[config.mk]
export PLATFORM = sky130hd
export DESIGN_NAME = branch_pc_unit
export DESIGN_NICKNAME = d
export VERILOG_FILES = /design/src/rtl/branch_pc_unit.sv
export SDC_FILE = /design/constraint.sdc
export NUM_CORES = 1
export LEC_CHECK = 0
export BUFFER_PORTS_ARGS = -buffer_cell sky130_fd_sc_hd__buf_2
export CAP_MARGIN = 0
export CORE_MARGIN = 2
export CORE_UTILIZATION = 49
export DETAILED_ROUTE_END_ITERATION = 12
export PLACE_DENSITY_LB_ADDON = 0.08
export SYNTH_ARGS = -nofsm -noshare
export SYNTH_HDL_FRONTEND = slang
export SYNTH_SLANG_ARGS = --single-unit
export TNS_END_PERCENT = 5
[constraint.sdc]
create_clock -name clk -period 3.3 [get_ports clk]
set_input_delay 0 -clock clk [delete_from_list [all_inputs] [get_ports clk]]
set_output_delay 0 -clock clk [all_outputs]
set_load 0.01 [all_outputs]
[src/rtl/branch_pc_unit.sv]
// Program counter and condition unit: latches ALU flags, resolves conditional
// branches against the latched flags, and sequences IDLE/RUN/HALT.
module branch_pc_unit #(
    parameter int PC_W  = 10,
    parameter int OFF_W = 8
) (
    input  logic             clk,
    input  logic             reset,
    input  logic             start,
    input  logic             stall,
    input  logic             flag_we,
    input  logic             z_in,
    input  logic             c_in,
    input  logic             n_in,
    input  logic             v_in,
    input  logic             br_valid,
    input  logic [2:0]       br_cond,
    input  logic [OFF_W-1:0] br_off,
    input  logic             halt_req,
    output logic [PC_W-1:0]  pc,
    output logic [3:0]       flags,
    output logic             taken,
    output logic             running,
    output logic             done
);

    typedef enum logic [1:0] {S_IDLE, S_RUN, S_HALT} state_t;

    state_t          state_q, state_d;
    logic [PC_W-1:0] pc_q, pc_d;
    logic [3:0]      flags_q, flags_d;
    logic            taken_q, taken_d;

    logic            cond_true;
    logic [PC_W-1:0] off_ext;

    // Offset is two's-complement; the add wraps modulo 2^PC_W naturally.
    assign off_ext = PC_W'($signed(br_off));

    // Conditions see the registered flags, never a same-edge flag_we update.
    always_comb begin
        cond_true = 1'b0;
        case (br_cond)
            3'b000: cond_true = 1'b1;
            3'b001: cond_true = flags_q[3];
            3'b010: cond_true = !flags_q[3];
            3'b011: cond_true = flags_q[1];
            3'b100: cond_true = !flags_q[1];
            3'b101: cond_true = !flags_q[3] && !flags_q[1];
            3'b110: cond_true = flags_q[2];
            3'b111: cond_true = flags_q[0];
            default: cond_true = 1'b0;
        endcase
    end

    always_comb begin
        state_d = state_q;
        pc_d    = pc_q;
        flags_d = flags_q;
        taken_d = 1'b0;
        case (state_q)
            S_IDLE, S_HALT: begin
                if (start) begin
                    state_d = S_RUN;
                    pc_d    = '0;
                    flags_d = '0;
                end
            end
            S_RUN: begin
                if (flag_we)
                    flags_d = {z_in, c_in, n_in, v_in};
                if (stall) begin
                    // hold pc and state; taken already defaults low
                end else if (halt_req) begin
                    state_d = S_HALT;
                end else if (br_valid && cond_true) begin
                    pc_d    = pc_q + off_ext;
                    taken_d = 1'b1;
                end else begin
                    pc_d = pc_q + PC_W'(1);
                end
            end
            default: state_d = S_IDLE;
        endcase
    end

    always_ff @(posedge clk) begin
        if (reset) begin
            state_q <= S_IDLE;
            pc_q    <= '0;
            flags_q <= '0;
            taken_q <= 1'b0;
        end else begin
            state_q <= state_d;
            pc_q    <= pc_d;
            flags_q <= flags_d;
            taken_q <= taken_d;
        end
    end

    assign pc      = pc_q;
    assign flags   = flags_q;
    assign taken   = taken_q;
    assign running = (state_q == S_RUN);
    assign done    = (state_q == S_HALT);

endmodule

# After elaboration in Yosys (flattened, before gate mapping)
# Cells that the tools add are included.
# Widths: inputs -> output; s select.
dict set report word_totals {
  reg_bits 17
  latchBits 0
  mem_bits_rw 0
  rom_bits 0
  out_inout_bits 17
  wordCells 47
  n_memories 0
}
dict set report op_classes {
  addsub 2
  mul 0
  div 0
  n_lt_le_gt_ge 0
  n_eq_ne 14
  shift 0
  muxes 14
  bitwise_logic 1
  n_reduce_logical 12
}
# cell n
set ops {}
lappend ops {{$mux 10} 4}
lappend ops {{$pmux 10 s2} 1}
lappend ops {{$eq 3x3->1 const B} 4}
lappend ops {{$add 10x1->10 const B} 1}
lappend ops {{$add 10x10->10} 1}
lappend ops {{$ne 2x2->1 const B} 5}
lappend ops {{$mux 4} 2}
lappend ops {{$pmux 1 s8} 1}
lappend ops {{$pmux 4 s2} 1}
lappend ops {{$eq 3x2->1 const B} 2}
lappend ops {{$mux 2} 3}
lappend ops {{$reduce_and 3->1} 2}
lappend ops {{$pmux 2 s2} 1}
lappend ops {{$reduce_and 4->1} 1}
lappend ops {{$reduce_or 4->1} 1}
lappend ops {{$eq 3x1->1 const B} 1}
lappend ops {{$logic_not 3->1} 1}
lappend ops {{$eq 2x1->1 const B} 1}
lappend ops {{$eq 2x2->1 const B} 1}
lappend ops {{$logic_and 1x1->1} 2}
lappend ops {{$logic_not 1->1} 2}
lappend ops {{$logic_not 2->1} 1}
lappend ops {{$reduce_bool 2->1} 1}
lappend ops {{$reduce_or 2->1} 1}
lappend ops {{other kinds (2)} 2}

# Longest topological paths before layout
dict set report logic_depth {
  depth_word 8
  ltp_mapped 14
}

# Least setup slack after synthesis
# Ideal clock, no wire load.
dict set report synth_path {
  kind {flip-flop to flip-flop}
  start {register flags_q[3], in the netlist flags[3]}
  end {register pc_q[6], in the netlist pc[6]}
  arrival_time_ns 2.688
  t_required_ns 3.183
  slack_ns 0.494
  stages_incl_launch_ff 15
  period_less_slack_ns 2.806
  path_cell_list {dfxtp_1 -> a21o_1 -> a221oi_2 -> or3_1 -> nand2_1 -> or2_1 -> ha_1 -> inv_1 -> fa_1 -> nor2b_1 -> o21a_1 -> o21ai_2 -> a21boi_1 -> or3_1 -> a32o_1}
}
dict set report synth_between {
  elab_chain_cells 8
}
# element line_no
set synth_lines {}
lappend synth_lines {{start, declared} 31} ;# logic [3:0] flags_q, flags_d;
lappend synth_lines {{start signal, assigned} 96} ;# flags_q <= flags_d;
lappend synth_lines {{$logic_not 1->1} {46, 49}}
lappend synth_lines {{$logic_and 1x1->1} 49} ;# 3'b101: cond_true = !flags_q[3] && !flags_q[1];
lappend synth_lines {{$pmux 1 s8 *} 43} ;# case (br_cond)
lappend synth_lines {{$logic_and 1x1->1 *} 76} ;# end else if (br_valid && cond_true) begin
lappend synth_lines {{$mux 10 *} 76}
lappend synth_lines {{$mux 10 *} 74} ;# end else if (halt_req) begin
lappend synth_lines {{$mux 10 *} 72} ;# if (stall) begin
lappend synth_lines {{$pmux 10 s2 *} 61} ;# case (state_q)
lappend synth_lines {{end signal, assigned} 95} ;# pc_q <= pc_d;
lappend synth_lines {{end, declared} 30} ;# logic [PC_W-1:0] pc_q, pc_d;
# Mark *: on every way between the ends. The rest lies on a longest branch, timed or not. The select of a mux whose other input is x is not followed.
# A chain may end at the register's enable or synchronous reset.

# Worst setup path after layout
# Ends and elaborated chain as after synthesis.

==> impl_metrics.tcl <==
set metrics [dict create \
    grt_pass1_vias 1085 \
    crit_path_end_kind "flip-flop" \
    num_vias 1194 \
    grt_first_pass_wirelength_mm 4.56 \
    die_area_um2 2720 \
    max_stage_delay_ns 0.36 \
    ys_ff_latch 17 \
    hold_violations 1 \
    regArea_um2 340 \
    whs_ns -0.00229 \
    clockRootBuffer "clkbuf_4" \
    skew_ns 0.0113 \
    fin_crit_sh 0.908 \
    wire_per_inst_um 13.6 \
    pwr-share-comb 0.214 \
    synthSimpleGateAreaFrac 0.228 \
    nNetsFinal 216 \
    place_ws_ns 0.220 \
    hpwl_mm 2.14 \
    ant_nets 0 \
    cp-startpoint "flags[3]" \
    startpoint_type "flip-flop" \
    cap_violations 0 \
    synthXorXnorAreaFrac 0.0309 \
    switching_share 0.293 \
    rsz0062_at_grt "false" \
    yosysWarnings 0 \
    maxSlewViolCount 0 \
    numCtsBuffers 3 \
    syn-num-nets 171 \
    antenna_cells 0 \
    post-route-worst-setup-slack_ns 0.305 \
    switching_power_uw 122 \
    p_int_uw 295 \
    place_inst 203 \
    totalWireLength_mm 2.87 \
    htree_levels 1 \
    synthToLayoutAreaGrowth_pct 25.5 \
    powerDensity_nw_per_um2 293 \
    cts_tree "yes" \
    cts_num_sinks 17 \
    hold_start "v_in" \
    design_area_um2 1420 \
    insertion_delay_ns 0.29 \
    firstDrtPassIters 4 \
    leakagePower_uw 0.000672 \
    cp_top_family "compound AO/OA/AOI/OAI gates" \
    rows 17 \
    initial_core_util 0.518 \
    gr-total-overflow 0 \
    pwr-share-clk 0.274 \
    synth.distinct_cells 43 \
    worstPathArrival_ns 3.19 \
    postCtsSetupRepairBufs 0 \
    core_um2 2190 \
    setup_violations 0 \
    postPlaceCellArea_um2 1350 \
    crit_slowest_cell "dfxtp_1" \
    syn_inst 139 \
    path_max_fanout 7 \
    gp_congestion 0.868 \
    required_ns 3.50 \
    worstMarginPinSlew_ns 0.648 \
    hold_path_class "in2reg" \
    synth_compound_area_frac 0.276 \
    die_w_um 52.1 \
    synth_area_um2 1130 \
    crit_buf_inv 1 \
    worst_r2r_startpoint "flags[3]" \
    grtUsageTotal 0.221 \
    drtIter0Drc 18 \
    multi_input_area_um2 754 \
    synthMuxAreaShare 0.00882 \
    pwr-share-seq 0.512 \
    criticalPathCategory "reg2reg" \
    synth_fa_ha_area_frac 0.117 \
    synth_top_family_by_area "compound AO/OA/AOI/OAI gates" \
    outcome "finished, violations left" \
    fillers 191 \
    portBuffers 38 \
    grt_max_degree 17 \
    min_period_ns 2.99 \
    clock_tree.buffer_depth 2 \
    vias_per_cell 5.66 \
    fmax_mhz 334 \
    most-common-layout-cells "buf_2 (38), dfxtp_1 (17), nor2_1 (15), a21oi_1 (15)" \
    synth_seq_area_share 0.300 \
    fin_cells 211 \
    slew_headroom 0.567 \
    final_common_cell "buf_2" \
    syn_avg_cell_area_um2 8.16 \
    drive_above_1_share 0.262 \
    path_cells "a21o_1 > a221oi_2 > or3_4 > nand2_1 > or2_1 > ha_1 > inv_1 > fa_1 > nor2b_1 > o21a_1 > o21ai_2 > a21boi_1 > or3_1 > a32o_1" \
    antenna_found_initial 0 \
    io_pins 39 \
    remaining_drc_errors 0 \
    peakVddDrop_v 0.000313 \
    violations "hold timing" \
    clkTransAtPathRegs_ns 0.11 \
    fin_setup_tns_ns 0 \
    die_y_um 52.1 \
]
-- per-stage QoR --
stage | hold WS, ns | utilization | power [uW]
floorplan | 0.140 | - | 268
CTS | 0.00273 | 0.648 | 416
detailed placement | 0.295 | 0.617 | 302
finish | -0.00229 | 0.650 | 417
global route | 0.0234 | 0.650 | 440
global placement | 0.292 | 0.617 | 299
-- kinds of logic (layout without fill, tap and decap cells) --
| family | Yosys count | count (layout) |
|---|---|---|
| and+or+nand+nor | 50 | 50 |
| AOI/OAI and AO/OA | 45 | 45 |
| DFF | 17 | 17 |
| buffers and inverters | 12 | 56 |
| adders and majority gates | 10 | 10 |
| xor gates and xnor gates | 4 | 4 |
| muxes | 1 | 1 |
-- power groups by stage --
stage / combinational (uW) / clock [uW] / sequential (uW)
2_1_floorplan: 49.3 / 0 / 219
3_3_place_gp: 81.2 / 0 / 218
3_5_place_dp: 83.7 / 0 / 218
4_1_cts: 87.7 / 115 / 213
5_1_grt: 99.1 / 127 / 214
6_report: 89.3 / 114 / 213
-- sequential cells by signal, indices dropped and copies added, names as in the netlist --
register,count
taken,1
pc,10
flags,4
state_q,2
-- cells in the mapped netlist (all sizes together) --
master,number,area (um^2)
xnor2,3,26.3
fa,1,20.0
dfxtp,17,340
a22oi,3,22.5
and3,5,31.3
or2,1,6.26
a31oi,2,12.5
a21oi,15,75.1
xor2,1,8.76
a211oi,2,15.0
a21o,2,15.0
nand2,9,33.8
o41ai,1,8.76
a32o,1,10.0
nand3,1,5.00
nand2b,2,12.5
o22ai,1,6.26
clkinv,1,3.75
o211ai,4,30.0
o21bai,1,7.51
nor2b,5,31.3
nor3,5,30.0
mux2i,1,10.0
a41oi,1,8.76
nor4b,1,15.0
o21ai,5,28.8
nor2,15,56.3
or3,4,25.0
a22o,1,8.76
nor4,1,6.26
a32oi,2,17.5
clkbuf,2,7.51
a221oi,1,15.0
ha,9,113
a21boi,1,7.51
o21a,1,7.51
inv,9,33.8
nand4,1,6.26
o311ai,1,16.3
-- layer usage --
metal	vias to the layer above	global-route usage	wire, um
li1	606	-	-
met1	557	0.288	1320
met2	25	0.371	1370
met3	6	0.0431	126
met4	0	0.0526	54
met5	-	0	0
-- worst min-delay path: stages --
cell      delay [ns]
buf_2           0.09
o211ai_1        0.07
a21oi_1         0.07
-- final timing paths --
kind / to / slack, ns / cells past startpoint
worst max-delay path: pc[6] / 0.31 / 14
worst min register to register: flags[0] / 0.48 / 2
worst max register to register: pc[6] / 0.31 / 14
worst min-delay path: flags[0] / -0.002 / 3
-- area by class of cell --
cell class              count  area share
well taps                  28      0.0246
inverters                  10      0.0264
repair buffers             42       0.162
multi-input cells         110       0.530
flip-flops and latches     17       0.239
clock buffers               4      0.0185
-- timing repair --
item / CTS / global route
resized for setup: 0 / 1
hold buffers: 4 / 0
setup endpoints to repair: 0 / 2
hold endpoints to repair: 4 / 0
(Power assumes the default switching activity.)
